`src/rtl/garage_occupancy_ctrl_if.sv`:
```
// Signal bundle between IR detection, the occupancy controller and display/billing.
// The master modport is the detection/billing side; the slave modport is the controller.
interface garage_occupancy_ctrl_if #(
  parameter int unsigned ID_W   = 2,
  parameter int unsigned COST_W = 16,
  parameter int unsigned CNT_W  = 2
);
  logic              tick;
  logic              entry_detected;
  logic [ID_W-1:0]   entry_id;
  logic              exit_detected;
  logic [ID_W-1:0]   exit_id;
  logic [CNT_W-1:0]  car_count;
  logic              full;
  logic              empty;
  logic              entry_grant;
  logic              entry_deny;
  logic              entry_overrun;
  logic              exit_error;
  logic              exit_overrun;
  logic              cost_valid;
  logic [COST_W-1:0] cost;
  logic              busy;
  logic [1:0]        state;

  modport master (
    output tick, entry_detected, entry_id, exit_detected, exit_id,
    input  car_count, full, empty, entry_grant, entry_deny, entry_overrun,
    input  exit_error, exit_overrun, cost_valid, cost, busy, state
  );

  modport slave (
    input  tick, entry_detected, entry_id, exit_detected, exit_id,
    output car_count, full, empty, entry_grant, entry_deny, entry_overrun,
    output exit_error, exit_overrun, cost_valid, cost, busy, state
  );
endinterface

```
`src/rtl/garage_occupancy_ctrl.sv`:
```
// Parking-garage occupancy controller: per-ID presence and entry stamps, entry
// admission, and saturated cost computation on exit. All outputs are registered.
module garage_occupancy_ctrl #(
  parameter int unsigned CAPACITY = 3,
  parameter int unsigned ID_W     = 2,
  parameter int unsigned TIME_W   = 16,
  parameter int unsigned COST_W   = 16,
  parameter int unsigned RATE     = 1,
  parameter int unsigned BASE_FEE = 0,
  parameter int unsigned CNT_W    = $clog2(CAPACITY + 1)
) (
  input logic                    clk,
  input logic                    reset,
  garage_occupancy_ctrl_if.slave bus
);
  localparam int unsigned NumIds = 2 ** ID_W;
  // Wide enough for elapsed*RATE+BASE_FEE with no overflow before saturation.
  localparam int unsigned FullW  = (TIME_W + 33 > COST_W + 1) ? TIME_W + 33 : COST_W + 1;
  localparam logic [CNT_W-1:0] CapCnt = CNT_W'(CAPACITY);

  typedef enum logic [1:0] {
    StIdle          = 2'd0,
    StProcessEntry  = 2'd1,
    StProcessExit   = 2'd2,
    StCalculateCost = 2'd3
  } state_e;

  state_e            state_q, state_d;
  logic [TIME_W-1:0] timer_q, timer_d;
  logic              ent_pend_q, ent_pend_d;
  logic [ID_W-1:0]   ent_id_q, ent_id_d;
  logic              ex_pend_q, ex_pend_d;
  logic [ID_W-1:0]   ex_id_q, ex_id_d;
  logic              ent_disp, ex_disp;
  logic [ID_W-1:0]   cur_id_q, cur_id_d;
  logic [NumIds-1:0] present_q, present_d;
  logic [TIME_W-1:0] stamp_q [NumIds];
  logic              stamp_we;
  logic [TIME_W-1:0] elapsed_q, elapsed_d;
  logic [FullW-1:0]  cost_full;
  logic [CNT_W-1:0]  count_q, count_d;
  logic              full_q, empty_q, busy_q;
  logic              grant_q, grant_d;
  logic              deny_q, deny_d;
  logic              ent_ovr_q, ent_ovr_d;
  logic              ex_err_q, ex_err_d;
  logic              ex_ovr_q, ex_ovr_d;
  logic              cost_valid_q, cost_valid_d;
  logic [COST_W-1:0] cost_q, cost_d;

  assign timer_d   = timer_q + TIME_W'(bus.tick);
  assign cost_full = FullW'(elapsed_q) * FullW'(RATE) + FullW'(BASE_FEE);

  // One-deep request slots; a slot freed by dispatch can be refilled in the same cycle.
  always_comb begin
    ent_pend_d = ent_pend_q;
    ent_id_d   = ent_id_q;
    ent_ovr_d  = 1'b0;
    ex_pend_d  = ex_pend_q;
    ex_id_d    = ex_id_q;
    ex_ovr_d   = 1'b0;
    if (ent_disp) ent_pend_d = 1'b0;
    if (ex_disp) ex_pend_d = 1'b0;
    if (bus.entry_detected) begin
      if (ent_pend_q && !ent_disp) begin
        ent_ovr_d = 1'b1;
      end else begin
        ent_pend_d = 1'b1;
        ent_id_d   = bus.entry_id;
      end
    end
    if (bus.exit_detected) begin
      if (ex_pend_q && !ex_disp) begin
        ex_ovr_d = 1'b1;
      end else begin
        ex_pend_d = 1'b1;
        ex_id_d   = bus.exit_id;
      end
    end
  end

  always_comb begin
    state_d      = state_q;
    cur_id_d     = cur_id_q;
    present_d    = present_q;
    count_d      = count_q;
    elapsed_d    = elapsed_q;
    cost_d       = cost_q;
    stamp_we     = 1'b0;
    ent_disp     = 1'b0;
    ex_disp      = 1'b0;
    grant_d      = 1'b0;
    deny_d       = 1'b0;
    ex_err_d     = 1'b0;
    cost_valid_d = 1'b0;
    case (state_q)
      StIdle: begin
        if (ex_pend_q) begin
          ex_disp  = 1'b1;
          cur_id_d = ex_id_q;
          state_d  = StProcessExit;
        end else if (ent_pend_q) begin
          ent_disp = 1'b1;
          cur_id_d = ent_id_q;
          state_d  = StProcessEntry;
        end
      end
      StProcessEntry: begin
        state_d = StIdle;
        if ((cur_id_q != '0) && !present_q[cur_id_q] && (count_q < CapCnt)) begin
          present_d[cur_id_q] = 1'b1;
          stamp_we            = 1'b1;
          count_d             = count_q + CNT_W'(1);
          grant_d             = 1'b1;
        end else begin
          deny_d = 1'b1;
        end
      end
      StProcessExit: begin
        if ((cur_id_q == '0) || !present_q[cur_id_q]) begin
          ex_err_d = 1'b1;
          state_d  = StIdle;
        end else begin
          elapsed_d = timer_q - stamp_q[cur_id_q];
          state_d   = StCalculateCost;
        end
      end
      StCalculateCost: begin
        if (|cost_full[FullW-1:COST_W]) cost_d = '1;
        else cost_d = cost_full[COST_W-1:0];
        present_d[cur_id_q] = 1'b0;
        count_d             = count_q - CNT_W'(1);
        cost_valid_d        = 1'b1;
        state_d             = StIdle;
      end
      default: state_d = StIdle;
    endcase
  end

  always_ff @(posedge clk) begin
    if (reset) begin
      state_q      <= StIdle;
      timer_q      <= '0;
      ent_pend_q   <= 1'b0;
      ent_id_q     <= '0;
      ex_pend_q    <= 1'b0;
      ex_id_q      <= '0;
      cur_id_q     <= '0;
      present_q    <= '0;
      elapsed_q    <= '0;
      count_q      <= '0;
      full_q       <= 1'b0;
      empty_q      <= 1'b1;
      busy_q       <= 1'b0;
      grant_q      <= 1'b0;
      deny_q       <= 1'b0;
      ent_ovr_q    <= 1'b0;
      ex_err_q     <= 1'b0;
      ex_ovr_q     <= 1'b0;
      cost_valid_q <= 1'b0;
      cost_q       <= '0;
      for (int i = 0; i < NumIds; i++) stamp_q[i] <= '0;
    end else begin
      state_q      <= state_d;
      timer_q      <= timer_d;
      ent_pend_q   <= ent_pend_d;
      ent_id_q     <= ent_id_d;
      ex_pend_q    <= ex_pend_d;
      ex_id_q      <= ex_id_d;
      cur_id_q     <= cur_id_d;
      present_q    <= present_d;
      elapsed_q    <= elapsed_d;
      count_q      <= count_d;
      full_q       <= (count_d == CapCnt);
      empty_q      <= (count_d == '0);
      busy_q       <= (state_d != StIdle);
      grant_q      <= grant_d;
      deny_q       <= deny_d;
      ent_ovr_q    <= ent_ovr_d;
      ex_err_q     <= ex_err_d;
      ex_ovr_q     <= ex_ovr_d;
      cost_valid_q <= cost_valid_d;
      cost_q       <= cost_d;
      // Post-tick timer value, so a tick in the stamping cycle is not billed.
      if (stamp_we) stamp_q[cur_id_q] <= timer_d;
    end
  end

  assign bus.car_count     = count_q;
  assign bus.full          = full_q;
  assign bus.empty         = empty_q;
  assign bus.entry_grant   = grant_q;
  assign bus.entry_deny    = deny_q;
  assign bus.entry_overrun = ent_ovr_q;
  assign bus.exit_error    = ex_err_q;
  assign bus.exit_overrun  = ex_ovr_q;
  assign bus.cost_valid    = cost_valid_q;
  assign bus.cost          = cost_q;
  assign bus.busy          = busy_q;
  assign bus.state         = state_q;
endmodule

```
`src/flat_wrapper.sv`:
```
// flat-port wrapper written by rule: the top's interface ports become plain ports
module garage_occupancy_ctrl_flat 
#(
  parameter int unsigned CAPACITY = 3,
  parameter int unsigned ID_W     = 2,
  parameter int unsigned TIME_W   = 16,
  parameter int unsigned COST_W   = 16,
  parameter int unsigned RATE     = 1,
  parameter int unsigned BASE_FEE = 0,
  parameter int unsigned CNT_W    = $clog2(CAPACITY + 1)
)
  (clk, reset, bus_tick, bus_entry_detected, bus_entry_id, bus_exit_detected, bus_exit_id, bus_car_count, bus_full, bus_empty, bus_entry_grant, bus_entry_deny, bus_entry_overrun, bus_exit_error, bus_exit_overrun, bus_cost_valid, bus_cost, bus_busy, bus_state);
  garage_occupancy_ctrl_if #(.ID_W(ID_W), .COST_W(COST_W), .CNT_W(CNT_W)) bus_i ();
  input logic clk;
  input logic reset;
  input wire logic [$bits(bus_i.tick)-1:0] bus_tick;
  input wire logic [$bits(bus_i.entry_detected)-1:0] bus_entry_detected;
  input wire logic [$bits(bus_i.entry_id)-1:0] bus_entry_id;
  input wire logic [$bits(bus_i.exit_detected)-1:0] bus_exit_detected;
  input wire logic [$bits(bus_i.exit_id)-1:0] bus_exit_id;
  output wire logic [$bits(bus_i.car_count)-1:0] bus_car_count;
  output wire logic [$bits(bus_i.full)-1:0] bus_full;
  output wire logic [$bits(bus_i.empty)-1:0] bus_empty;
  output wire logic [$bits(bus_i.entry_grant)-1:0] bus_entry_grant;
  output wire logic [$bits(bus_i.entry_deny)-1:0] bus_entry_deny;
  output wire logic [$bits(bus_i.entry_overrun)-1:0] bus_entry_overrun;
  output wire logic [$bits(bus_i.exit_error)-1:0] bus_exit_error;
  output wire logic [$bits(bus_i.exit_overrun)-1:0] bus_exit_overrun;
  output wire logic [$bits(bus_i.cost_valid)-1:0] bus_cost_valid;
  output wire logic [$bits(bus_i.cost)-1:0] bus_cost;
  output wire logic [$bits(bus_i.busy)-1:0] bus_busy;
  output wire logic [$bits(bus_i.state)-1:0] bus_state;
  assign bus_i.tick = bus_tick;
  assign bus_i.entry_detected = bus_entry_detected;
  assign bus_i.entry_id = bus_entry_id;
  assign bus_i.exit_detected = bus_exit_detected;
  assign bus_i.exit_id = bus_exit_id;
  assign bus_car_count = bus_i.car_count;
  assign bus_full = bus_i.full;
  assign bus_empty = bus_i.empty;
  assign bus_entry_grant = bus_i.entry_grant;
  assign bus_entry_deny = bus_i.entry_deny;
  assign bus_entry_overrun = bus_i.entry_overrun;
  assign bus_exit_error = bus_i.exit_error;
  assign bus_exit_overrun = bus_i.exit_overrun;
  assign bus_cost_valid = bus_i.cost_valid;
  assign bus_cost = bus_i.cost;
  assign bus_busy = bus_i.busy;
  assign bus_state = bus_i.state;
  garage_occupancy_ctrl #(.CAPACITY(CAPACITY), .ID_W(ID_W), .TIME_W(TIME_W), .COST_W(COST_W), .RATE(RATE), .BASE_FEE(BASE_FEE), .CNT_W(CNT_W)) u_core (.clk(clk), .reset(reset), .bus(bus_i));
endmodule
```
`config.mk`:
```
export PLATFORM = sky130hd
export DESIGN_NAME = garage_occupancy_ctrl_flat
export DESIGN_NICKNAME = d
export VERILOG_FILES = /design/src/rtl/garage_occupancy_ctrl_if.sv /design/src/rtl/garage_occupancy_ctrl.sv /design/src/flat_wrapper.sv
export SDC_FILE = /design/constraint.sdc
export NUM_CORES = 1
export LEC_CHECK = 0
export CORE_MARGIN = 2
export CORE_UTILIZATION = 55
export DETAILED_ROUTE_END_ITERATION = 6
export GPL_TIMING_DRIVEN = 0
export PLACE_DENSITY = 0.75
export SKIP_CTS_REPAIR_TIMING = 1
export SLEW_MARGIN = 20
export SYNTH_ARGS = -nofsm -noshare
export SYNTH_HDL_FRONTEND = slang
export SYNTH_SLANG_ARGS = --single-unit
```
`constraint.sdc`:
```
create_clock -name clk -period 3.4 [get_ports clk]
set_input_delay 1.02 -clock clk [delete_from_list [all_inputs] [get_ports clk]]
set_output_delay 1.02 -clock clk [all_outputs]
set_load 0.05 [all_outputs]
```
==> metrics.cfg <==
[routing]
num_vias = 4592
route.met2.wl_mm = 6.96
viasPerCell = 5.61
drtIter0Drc = 276
detail-route-antenna-nets = 0
top_layer = met4
routed_wl_mm = 14.0
wire_per_inst_um = 17.1
drc_errors = 0
drt-met1-wl_mm = 5.99
route.met3.wl_um = 675
dr.pass1.iters = 6

[cts]
cts_tree = yes
numCtsBuffers = 17
cts_sinks = 138
clockRootBuffer = clkbuf_16
htree_levels = 4
clock_latency_ps = 430
clockBufferDepth = 2
clk_pin_slew_ps = 60

[global_routing]
grt_start_max_net_pins = 17
gr-total-overflow = 0
track_usage_pct = 25.0
antenna_found_initial = 0
grt_first_pass_wirelength_mm = 22.6
first_global_vias = 4644

[floorplan]
die_area_um2 = 12200
rows = 38
die_h_um = 110
coreArea_um2 = 10900
initial_core_util_pct = 56.8
die_x_um = 110
ioPinCount = 38

[synthesis]
synthMuxAreaShare_pct = 7.23
synth-seq-cells = 138
synth_top_cell_by_area = edfxtp_1
synth_fa_ha_area_share_pct = 4.15
synthTopCellsByArea = edfxtp_1 31%, dfxtp_1 24%, mux4_2 5.8%, nand2_1 5.4%, nor2_1 3.9%
synthArstFlopShare_pct = 0
synth-edff-count = 64
synthXorXnorAreaFrac_pct = 3.10
yosysWarnings = 0
synthSimpleGateAreaFrac_pct = 16.1
synth_top_area_share_pct = 30.9
synth_commonest_cells = 90 x nand2_1, 74 x dfxtp_1, 65 x nor2_1
synth_cells = 596
synth_top_family_by_area = simple AND/OR/NAND/NOR gates
synth.yosys.seq_area_share_pct = 54.8
avgSynthCellArea_um2 = 10.4
synth_cell_types = 60
synth_top_flop_cell = dfxtp_1
synth_compound_area_share_pct = 9.80
syn_area_um2 = 6220
synth_most_common_cell = nand2_1

[sta]
setup_violations = 0
max_slew_margin_pct = 38.2
finalWorstSetupSlack_ps = 172
hold_viol = 0
fmax_ghz = 0.310
skew_ps = 10.1
drv_slew = 0
fin_crit_ps = 3230
fin_crit_sh_pct = 94.9
rsz0062_at_grt = no
worstMarginPinSlew_ps = 925

[power]
finalPower_mw = 4.01
peakVddDrop_uv = 283
p_per_area_nw_per_um2 = 540
leakage_nw = 2.88

[placed_design]
place_congestion = 0.920
pre_cts_ws_ps = -215
hpwlAfterDp_mm = 9.69
port-buffer-count = 36
place_area_um2 = 6820

[cells_and_area]
area_growth_pct = 19.4
fillCellCount = 841
seq_area_um2 = 3400
antenna_cells = 0
fin_util_pct = 67.8
final_nets = 695
multi_input_area_um2 = 2590
final_area_um2 = 7420
layout-drive-gt1-share_pct = 10.6

[critical_path]
crit_arrival_ps = 3580
crit_fanout = 10
required_ps = 3750
cp-start-kind = register
critPathCaptureType = register
worstSetupPathType = register to register

[job]
drv_cap = 0

[status]
outcome = completed

[min_path]
worstHoldPathType = register to register

[cells in the final DEF (no fill, tap or decap), drive strengths merged, types with 19 or more instances in the layout]
cell,netlist,layout
a21oi,46,46
clkbuf,21,44
clkdlybuf4s50,0,36
dfxtp,74,74
edfxtp,64,64
ha,19,19
inv,39,43
nand2,91,91
nor2,65,65
[kinds of logic (layout without fill, tap and decap cells)]
family          count (synthesis)  count (layout)
simple gates                  222             222
flops                         138             138
compound gates                 99              99
buf+inv                        70             138
mux                            24              24
xor+xnor                       22              22
fa+ha+maj                      20              20
other cells                     1              16
[power breakdown]
| group | internal (mW) | total (mW) | switching, mW |
|---|---|---|---|
| combinational | 0.167 | 0.415 | 0.248 |
| clock | 1.08 | 1.78 | 0.702 |
| sequential | 1.79 | 1.81 | 0.0255 |
[layout make-up]
class | instances | share of cell area (%)
Clock inverter | 9 | 0.759
Buffer | 30 | 2.14
Sequential cell | 138 | 45.9
Inverter | 39 | 1.97
Multi-Input combinational cell | 403 | 34.9
Timing Repair Buffer | 37 | 5.01
Clock buffer | 23 | 7.02
Tap cell | 140 | 2.36
[metal layers]
layer	GRT usage, %	vias to the layer above
li1	-	2218
met3	6.41	32
met2	40.8	122
met5	0	-
met4	10.3	0
met1	32.0	2220
[critical path, stage by stage (launching register included)]
cell	delay [ps]
dfxtp_1	590
clkbuf_2	380
mux4_2	350
inv_1	110
ha_1	230
nor2b_1	140
o2111ai_1	350
a211oi_2	200
o311ai_1	340
mux2_1	360
o22ai_1	100
[metrics by stage]
| step | setup TNS, ps | hold slack [ps] | instances |
|---|---|---|---|
| floorplan | 0 | 432 | 611 |
| global placement | -7450 | 446 | 787 |
| detailed placement | -711 | 449 | 788 |
| CTS | -939 | 457 | 820 |
| global route | 0 | 469 | 819 |
| finish | 0 | 455 | 819 |
[final timing paths]
check / endpoint / slack (ps) / cells after the start / startpoint
worst max-delay path: u_core.elapsed_q[13] / 170 / 10 / register
worst min-delay path: u_core.elapsed_q[3] / 460 / 2 / u_core.elapsed_q[3]
worst max register to register: u_core.elapsed_q[13] / 170 / 10 / register
worst min register to register: u_core.elapsed_q[3] / 460 / 2 / u_core.elapsed_q[3]
[flip-flops by register name (all words and copies together) (netlist names), named ones only]
signal                    cells
u_core.cur_id_q               2
u_core.stamp_q               64
u_core.bus.exit_overrun       1
u_core.timer_q               16
u_core.bus.cost_valid         1
u_core.ent_id_q               2
u_core.bus.busy               1
u_core.bus.empty              1
u_core.bus.entry_deny         1
u_core.elapsed_q             16
u_core.bus.entry_overrun      1
u_core.ex_pend_q              1
u_core.ent_pend_q             1
u_core.bus.full               1
u_core.bus.exit_error         1
u_core.bus.car_count          2
u_core.bus.entry_grant        1
u_core.ex_id_q                2
u_core.bus.state              2
u_core.bus.cost              16
Note: power is estimated with default switching activity, not from simulation.
